==> src/rtl/render_cmd_sequencer_if.sv <==
// Command handshake between the host-side command decoder and render_cmd_sequencer.
// The master pushes {op,start,end} with cmd_valid. The slave accepts the command on
// any clock edge where cmd_ready is also high.
interface render_cmd_sequencer_if;
  logic        cmd_valid;
  logic        cmd_ready;
  logic [2:0]  cmd_op;
  logic [16:0] cmd_start;
  logic [16:0] cmd_end;

  modport master (
    output cmd_valid,
    output cmd_op,
    output cmd_start,
    output cmd_end,
    input  cmd_ready
  );

  modport slave (
    input  cmd_valid,
    input  cmd_op,
    input  cmd_start,
    input  cmd_end,
    output cmd_ready
  );
endinterface

==> src/rtl/render_cmd_sequencer.sv <==
// render_cmd_sequencer: queues host render commands and issues them one at a time to
// render_module. It presents start_l/end_l/op for SETUP_CYCLES cycles before it raises
// render_enable, and it holds render_enable high until render_done arrives.
// Optional feature: define RENDER_TIMEOUT_EN to add a RUN-state watchdog that aborts
// after TIMEOUT_CYCLES. Without it, timeout_err is tied low.
module render_cmd_sequencer #(
  parameter int unsigned FIFO_DEPTH     = 4,
  parameter int unsigned SETUP_CYCLES   = 3,
  parameter int unsigned TIMEOUT_CYCLES = 100000
) (
  input  logic                          clk,
  input  logic                          n_rst,
  render_cmd_sequencer_if.slave         cmd,
  output logic [16:0]                   start_l,
  output logic [16:0]                   end_l,
  output logic [2:0]                    op,
  output logic                          render_enable,
  input  logic                          render_done,
  output logic                          busy,
  output logic [$clog2(FIFO_DEPTH):0]   fifo_count,
  output logic                          cmd_done,
  output logic                          cmd_err,
  output logic                          timeout_err
);

  localparam int unsigned AW    = $clog2(FIFO_DEPTH);
  localparam int unsigned CNT_W = AW + 1;
  localparam int unsigned SW    = $clog2(SETUP_CYCLES + 1);

  localparam logic [CNT_W-1:0] DEPTH_C    = CNT_W'(FIFO_DEPTH);
  localparam logic [SW-1:0]    SETUP_LAST = SW'(SETUP_CYCLES - 1);

  localparam logic [2:0] OP_CLEAR = 3'd0;
  localparam logic [2:0] OP_NOOP  = 3'd1;
  localparam logic [2:0] OP_DRAW  = 3'd6;

  typedef enum logic [2:0] {
    S_IDLE,
    S_LOAD,
    S_SETUP,
    S_RUN,
    S_GAP
  } state_t;

  state_t state, state_nxt;

  // Command FIFO storage and the latched head entry that LOAD inspects.
  logic [36:0]   mem [FIFO_DEPTH];
  logic [AW-1:0] wr_ptr, rd_ptr;
  logic [2:0]    hd_op;
  logic [16:0]   hd_start, hd_end;
  logic          push, pop;

  logic [SW-1:0] setup_cnt, setup_cnt_nxt;
  logic [16:0]   start_nxt, end_nxt;
  logic [2:0]    op_nxt;
  logic          en_nxt, done_nxt, err_nxt;

  assign cmd.cmd_ready = (fifo_count != DEPTH_C);
  assign push          = cmd.cmd_valid && cmd.cmd_ready;

  function automatic logic pt_ok(input logic [16:0] p);
    return (p[16:8] <= 9'd319) && (p[7:0] <= 8'd239);
  endfunction

  // FIFO entry write. The storage needs no reset because the count qualifies every read.
  always_ff @(posedge clk) begin
    if (push) mem[wr_ptr] <= {cmd.cmd_op, cmd.cmd_start, cmd.cmd_end};
  end

  // FIFO pointers, occupancy, and capture of the head entry on pop.
  always_ff @(posedge clk or negedge n_rst) begin
    if (!n_rst) begin
      wr_ptr     <= '0;
      rd_ptr     <= '0;
      fifo_count <= '0;
      hd_op      <= '0;
      hd_start   <= '0;
      hd_end     <= '0;
    end else begin
      if (push) wr_ptr <= wr_ptr + 1'b1;
      if (pop) begin
        rd_ptr                      <= rd_ptr + 1'b1;
        {hd_op, hd_start, hd_end}   <= mem[rd_ptr];
      end
      unique case ({push, pop})
        2'b10:   fifo_count <= fifo_count + 1'b1;
        2'b01:   fifo_count <= fifo_count - 1'b1;
        default: ;
      endcase
    end
  end

`ifdef RENDER_TIMEOUT_EN
  localparam logic [16:0] WD_LIMIT = 17'(TIMEOUT_CYCLES - 1);
  logic [16:0] wd_cnt, wd_nxt;
  logic        tmo_nxt;

  // Watchdog count of RUN cycles, plus the registered abort pulse.
  always_ff @(posedge clk or negedge n_rst) begin
    if (!n_rst) begin
      wd_cnt      <= '0;
      timeout_err <= 1'b0;
    end else begin
      wd_cnt      <= wd_nxt;
      timeout_err <= tmo_nxt;
    end
  end
`else
  assign timeout_err = 1'b0;
`endif

  // Next state and next registered outputs. Pulses default low; operands default to holding.
  always_comb begin
    state_nxt     = state;
    setup_cnt_nxt = setup_cnt;
    start_nxt     = start_l;
    end_nxt       = end_l;
    op_nxt        = op;
    en_nxt        = 1'b0;
    done_nxt      = 1'b0;
    err_nxt       = 1'b0;
    pop           = 1'b0;
`ifdef RENDER_TIMEOUT_EN
    wd_nxt        = wd_cnt;
    tmo_nxt       = 1'b0;
`endif
    unique case (state)
      S_IDLE: begin
        if (fifo_count != '0) begin
          pop       = 1'b1;
          state_nxt = S_LOAD;
        end
      end
      S_LOAD: begin
        setup_cnt_nxt = '0;
`ifdef RENDER_TIMEOUT_EN
        wd_nxt        = '0;
`endif
        if (hd_op == OP_NOOP) begin
          done_nxt  = 1'b1;
          state_nxt = S_IDLE;
        end else if (hd_op == OP_CLEAR) begin
          start_nxt = '0;
          end_nxt   = '0;
          op_nxt    = OP_CLEAR;
          state_nxt = S_SETUP;
        end else if (hd_op == OP_DRAW && pt_ok(hd_start) && pt_ok(hd_end)) begin
          start_nxt = hd_start;
          end_nxt   = hd_end;
          op_nxt    = OP_DRAW;
          state_nxt = S_SETUP;
        end else begin
          err_nxt   = 1'b1;
          done_nxt  = 1'b1;
          state_nxt = S_IDLE;
        end
      end
      S_SETUP: begin
        if (setup_cnt == SETUP_LAST) begin
          en_nxt    = 1'b1;
          state_nxt = S_RUN;
        end else begin
          setup_cnt_nxt = setup_cnt + 1'b1;
        end
      end
      S_RUN: begin
        en_nxt = 1'b1;
        if (render_done) begin
          en_nxt    = 1'b0;
          done_nxt  = 1'b1;
          state_nxt = S_GAP;
        end
`ifdef RENDER_TIMEOUT_EN
        else if (wd_cnt == WD_LIMIT) begin
          en_nxt    = 1'b0;
          done_nxt  = 1'b1;
          tmo_nxt   = 1'b1;
          state_nxt = S_GAP;
        end else begin
          wd_nxt = wd_cnt + 1'b1;
        end
`endif
      end
      S_GAP:   state_nxt = S_IDLE;
      default: state_nxt = S_IDLE;
    endcase
  end

  // State register and registered outputs. busy is derived from the next state, so it
  // tracks "not IDLE" with no extra cycle of lag.
  always_ff @(posedge clk or negedge n_rst) begin
    if (!n_rst) begin
      state         <= S_IDLE;
      setup_cnt     <= '0;
      start_l       <= '0;
      end_l         <= '0;
      op            <= OP_NOOP;
      render_enable <= 1'b0;
      busy          <= 1'b0;
      cmd_done      <= 1'b0;
      cmd_err       <= 1'b0;
    end else begin
      state         <= state_nxt;
      setup_cnt     <= setup_cnt_nxt;
      start_l       <= start_nxt;
      end_l         <= end_nxt;
      op            <= op_nxt;
      render_enable <= en_nxt;
      busy          <= (state_nxt != S_IDLE);
      cmd_done      <= done_nxt;
      cmd_err       <= err_nxt;
    end
  end

endmodule

==> src/flat_wrapper.sv <==
// flat-port wrapper written by rule: the top's interface ports become plain ports
module render_cmd_sequencer_flat 
#(
  parameter int unsigned FIFO_DEPTH     = 4,
  parameter int unsigned SETUP_CYCLES   = 3,
  parameter int unsigned TIMEOUT_CYCLES = 100000
)
  (clk, n_rst, start_l, end_l, op, render_enable, render_done, busy, fifo_count, cmd_done, cmd_err, timeout_err, cmd_cmd_valid, cmd_cmd_op, cmd_cmd_start, cmd_cmd_end, cmd_cmd_ready);
  render_cmd_sequencer_if cmd_i ();
  input  logic clk;
  input  logic n_rst;
  output logic [16:0] start_l;
  output logic [16:0] end_l;
  output logic [2:0] op;
  output logic render_enable;
  input  logic render_done;
  output logic busy;
  output logic [$clog2(FIFO_DEPTH):0] fifo_count;
  output logic cmd_done;
  output logic cmd_err;
  output logic timeout_err;
  input wire logic [$bits(cmd_i.cmd_valid)-1:0] cmd_cmd_valid;
  input wire logic [$bits(cmd_i.cmd_op)-1:0] cmd_cmd_op;
  input wire logic [$bits(cmd_i.cmd_start)-1:0] cmd_cmd_start;
  input wire logic [$bits(cmd_i.cmd_end)-1:0] cmd_cmd_end;
  output wire logic [$bits(cmd_i.cmd_ready)-1:0] cmd_cmd_ready;
  assign cmd_i.cmd_valid = cmd_cmd_valid;
  assign cmd_i.cmd_op = cmd_cmd_op;
  assign cmd_i.cmd_start = cmd_cmd_start;
  assign cmd_i.cmd_end = cmd_cmd_end;
  assign cmd_cmd_ready = cmd_i.cmd_ready;
  render_cmd_sequencer #(.FIFO_DEPTH(FIFO_DEPTH), .SETUP_CYCLES(SETUP_CYCLES), .TIMEOUT_CYCLES(TIMEOUT_CYCLES)) u_core (.clk(clk), .n_rst(n_rst), .cmd(cmd_i), .start_l(start_l), .end_l(end_l), .op(op), .render_enable(render_enable), .render_done(render_done), .busy(busy), .fifo_count(fifo_count), .cmd_done(cmd_done), .cmd_err(cmd_err), .timeout_err(timeout_err));
endmodule
==> config.mk <==
export PLATFORM = sky130hd
export DESIGN_NAME = render_cmd_sequencer_flat
export DESIGN_NICKNAME = d
export VERILOG_FILES = /design/src/rtl/render_cmd_sequencer_if.sv /design/src/rtl/render_cmd_sequencer.sv /design/src/flat_wrapper.sv
export SDC_FILE = /design/constraint.sdc
export NUM_CORES = 1
export LEC_CHECK = 0
export CAP_MARGIN = 10
export CORE_MARGIN = 2
export CORE_UTILIZATION = 45
export DETAILED_ROUTE_END_ITERATION = 10
export MAX_ROUTING_LAYER = met4
export PLACE_DENSITY = 0.65
export SLEW_MARGIN = 15
export SYNTH_ARGS = -nofsm -noshare
export SYNTH_HDL_FRONTEND = slang
export SYNTH_SLANG_ARGS = --single-unit
==> constraint.sdc <==
create_clock -name clk -period 3.1 [get_ports clk]
set_input_delay 0.62 -clock clk [delete_from_list [all_inputs] [get_ports clk]]
set_output_delay 0.62 -clock clk [all_outputs]
set_load 0.01 [all_outputs]
==> results.yml <==
final_layout:
  drive_gt1_share_pct: 16.6
  syn2layout_area_growth_pct: 21.6
  fillCellCount: 1598
  seq_area_mm2: 0.00668
  num_antenna_cells: 0
  final_net_count: 690
  multi_input_area_mm2: 0.00211
power_and_ir_drop:
  ir_worst_vdd_mv: 0.413
  powerDensity_mw_per_mm2: 986
  power_leakage_uw: 0.00443
detailed_routing:
  wl_mm: 17.2
  post_drt_wl_per_cell_um: 18.5
  drt_iter0_drc: 309
  first_pass_iters: 4
  num_vias: 4757
  ant_nets: 0
  remaining_drc_errors: 0
  vias_per_cell: 5.11
die:
  fp.dieH_um: 146
  start_util_pct: 45.5
  core_area_mm2: 0.0200
  ios: 87
  die_area_mm2: 0.0214
  fp-row-count: 52
  fp.dieW_um: 146
synthesis:
  ys_ff_latch: 237
  netlist_instances: 543
  yosysSeqAreaShare_pct: 73.2
  synth-edff-count: 148
  syn_area_per_cell_um2: 16.8
  async_reset_ff_share_pct: 37.6
  synth_flop_cell: "edfxtp_1"
  synth_nets: 591
  synth_cell_types: 42
  synth_area_mm2: 0.00912
  yosys_warnings: 0
cts:
  cts_tree: "yes"
  clock_latency_ns: 0.52
  ctsResizeCount: 0
  postCtsHoldBufs: 0
  path_clk_slew_ns: 0.06
  cts.sinks: 237
  cts_setup_buffers: 0
  h-tree-depth: 1
  root_buffer: "clkbuf_16"
  numCtsBuffers: 25
  cts.path.max_buffers: 3
setup_path:
  r2r_start: "u_core.hd_start[15]$_DFFE_PN0P_"
  cp_top_family: "buffers and inverters"
  cp-start-kind: "flip-flop"
  r2r_cells: 4
  cp_cell_sequence: "inv_1, nand3_1, clkdlybuf4s50_1"
  r2r_end: "u_core.start_l[1]$_DFFE_PN0P_"
  crit_buf_inv: 2
  slowest_stage: "clkdlybuf4s50_1"
  criticalPathCategory: "reg2out"
  path_max_fanout: 6
  crit_required_ns: 2.48
  cp-end-kind: "output port"
  critPathArrivalTime_ns: 1.76
  max_stage_delay_ns: 0.58
  r2r_setup_slack_ns: 0.81
worst_hold_path:
  hp-class: "in2async"
grt:
  grt.total_usage_pct: 17.1
  grt-ovfl-total: 0
  grt_pass1_wl_mm: 27.6
  grt_pass1_vias: 5046
  grt_max_degree: 76
  antenna_found_initial: 0
timing:
  hold_viol: 0
  max_clock_freq_mhz: 420
  min_period_ns: 2.38
  tightest_slew_ns: 1.10
  holdWs_ns: 0.191
  slew_violations: 0
  max-slew-margin-rel_pct: 26.8
  min_period_over_period_pct: 76.8
  finalSetupViolations: 0
  clock_skew_ns: 0.0106
  tns_ns: 0
  grt_setup_unrepaired: "false"
place:
  io_buffers: 85
  dp_hpwl_mm: 10.9
  routabilityCongestion: 0.739
job:
  cap_violations: 0
run_status:
  status: "finished clean"
kinds of logic (layout without fill, tap and decap cells):
| group | after synthesis | count (layout) | share of synthesized area [%] |
|---|---|---|---|
| DFF | 237 | 237 | 73.2 |
| and+or+nand+nor | 99 | 99 | 4.76 |
| muxes | 77 | 77 | 13.6 |
| buffers and inverters | 69 | 187 | 3.84 |
| AOI/OAI and AO/OA | 47 | 47 | 2.95 |
| adders and majority gates | 7 | 7 | 1.04 |
| xor gates and xnor gates | 6 | 6 | 0.577 |
| other | 1 | 1 | 0.0411 |
worst max-delay path by stage:
| stage | start | end | slack, ns | cells after the start |
|---|---|---|---|---|
| 4_1_cts | u_core.fifo_count[0]$_DFFE_PN0P_ | cmd_cmd_ready | 0.68 | 3 |
| 2_1_floorplan | u_core.state[0]$_DFF_PN0_ | u_core.fifo_count[2]$_DFFE_PN0P_ | 0.62 | 10 |
| 3_5_place_dp | cmd_cmd_valid | u_core.fifo_count[2]$_DFFE_PN0P_ | 0.66 | 9 |
| 3_3_place_gp | cmd_cmd_valid | u_core.fifo_count[2]$_DFFE_PN0P_ | 0.68 | 9 |
| 5_1_grt | u_core.fifo_count[0]$_DFFE_PN0P_ | cmd_cmd_ready | 0.62 | 3 |
| 6_report | u_core.fifo_count[0]$_DFFE_PN0P_ | cmd_cmd_ready | 0.72 | 3 |
Yosys cell counts, types with 2 or more instances:
| cell type | number | share of area (%) |
|---|---|---|
| edfxtp_1 | 148 | 49 |
| dfrtp_1 | 88 | 24 |
| nand2_1 | 74 | 3.0 |
| inv_1 | 42 | 1.7 |
| mux4_2 | 37 | 9.1 |
| mux2i_1 | 36 | 4.0 |
| o21ai_0 | 36 | 2.0 |
| clkbuf_1 | 8 | 0.33 |
| buf_6 | 6 | 0.74 |
| ha_1 | 6 | 0.82 |
| and3_1 | 4 | 0.27 |
| buf_1 | 4 | 0.16 |
| buf_2 | 4 | 0.22 |
| mux2_2 | 4 | 0.49 |
| buf_8 | 3 | 0.49 |
| nand3_1 | 3 | 0.16 |
| nor2_1 | 3 | 0.12 |
| xnor2_1 | 3 | 0.29 |
| xor2_1 | 3 | 0.29 |
| a21oi_1 | 2 | 0.11 |
| a22o_1 | 2 | 0.19 |
| and2_1 | 2 | 0.14 |
| buf_4 | 2 | 0.16 |
| nand4_1 | 2 | 0.14 |
| nor3_1 | 2 | 0.11 |
| nor4_1 | 2 | 0.14 |
| or2_2 | 2 | 0.14 |
registers in the layout, indices dropped and copies added (netlist names), 3 cells and up:
name / count
u_core.state: 3
u_core.mem: 148
u_core.hd_start: 17
u_core.start_l: 17
u_core.hd_op: 3
u_core.fifo_count: 3
u_core.end_l: 17
u_core.hd_end: 17
metrics by stage:
stage / area (µm²) / total power (µW) / utilization, % / setup WS (ns) / std cells
floorplan: 9120 / 6820 / - / 0.619 / 543
global placement: 10200 / 7840 / 51.0 / 0.682 / 885
detailed placement: 10200 / 7970 / 51.0 / 0.662 / 885
CTS: 11100 / 11100 / 55.3 / 0.683 / 931
global route: 11100 / 11600 / 55.3 / 0.625 / 931
finish: 11100 / 10900 / 55.3 / 0.719 / 931
power breakdown:
group / switching [µW] / internal [µW]
logic: 1550 / 1500
registers: 518 / 4300
clock network: 1180 / 1890
placed cells by master, fill, tap and decap left out, types with 3 or more instances in the layout:
cell / synthesis / final
xnor2_1: 3 / 3
and3_2: 1 / 5
edfxtp_1: 148 / 148
inv_1: 42 / 42
clkdlybuf4s50_1: 0 / 84
mux2i_1: 36 / 36
nor2_1: 3 / 3
mux4_2: 37 / 37
clkinv_1: 0 / 3
nand2_1: 74 / 74
clkbuf_8: 0 / 3
dfrtp_1: 88 / 86
o21ai_0: 36 / 36
clkbuf_16: 0 / 25
bufinv_16: 0 / 4
xor2_1: 3 / 3
ha_1: 6 / 6
inv_6: 0 / 3
clkinv_2: 0 / 4
buf_4: 2 / 15
clkbuf_1: 8 / 4
nand3_1: 3 / 3
mux2_2: 4 / 4
worst register-to-register path: cells and delay by family, from the launching register on:
| kind | cells | cell delay (ns) |
|---|---|---|
| flops | 1 | 0.39 |
| simple gates | 1 | 0.20 |
| compound gates | 2 | 1.21 |
| mux | 1 | 0.38 |
final cells by class:
class / count / area share (%)
flip-flops and latches: 237 / 60.2
multi-input cells: 237 / 19.0
repair buffers: 99 / 8.60
clock buffers: 32 / 6.15
well taps: 270 / 3.05
clock inverters: 14 / 1.60
inverters: 42 / 1.42
per-layer routing:
| layer | track usage [%] | vias to the layer above | wire length [µm] |
|---|---|---|---|
| li1 | - | 2174 | - |
| met1 | 21.8 | 2458 | 7490 |
| met2 | 28.4 | 98 | 8710 |
| met3 | 2.78 | 27 | 654 |
| met4 | 5.10 | 0 | 369 |
| met5 | - | - | 0 |
Power figures use the tool's default switching activity.
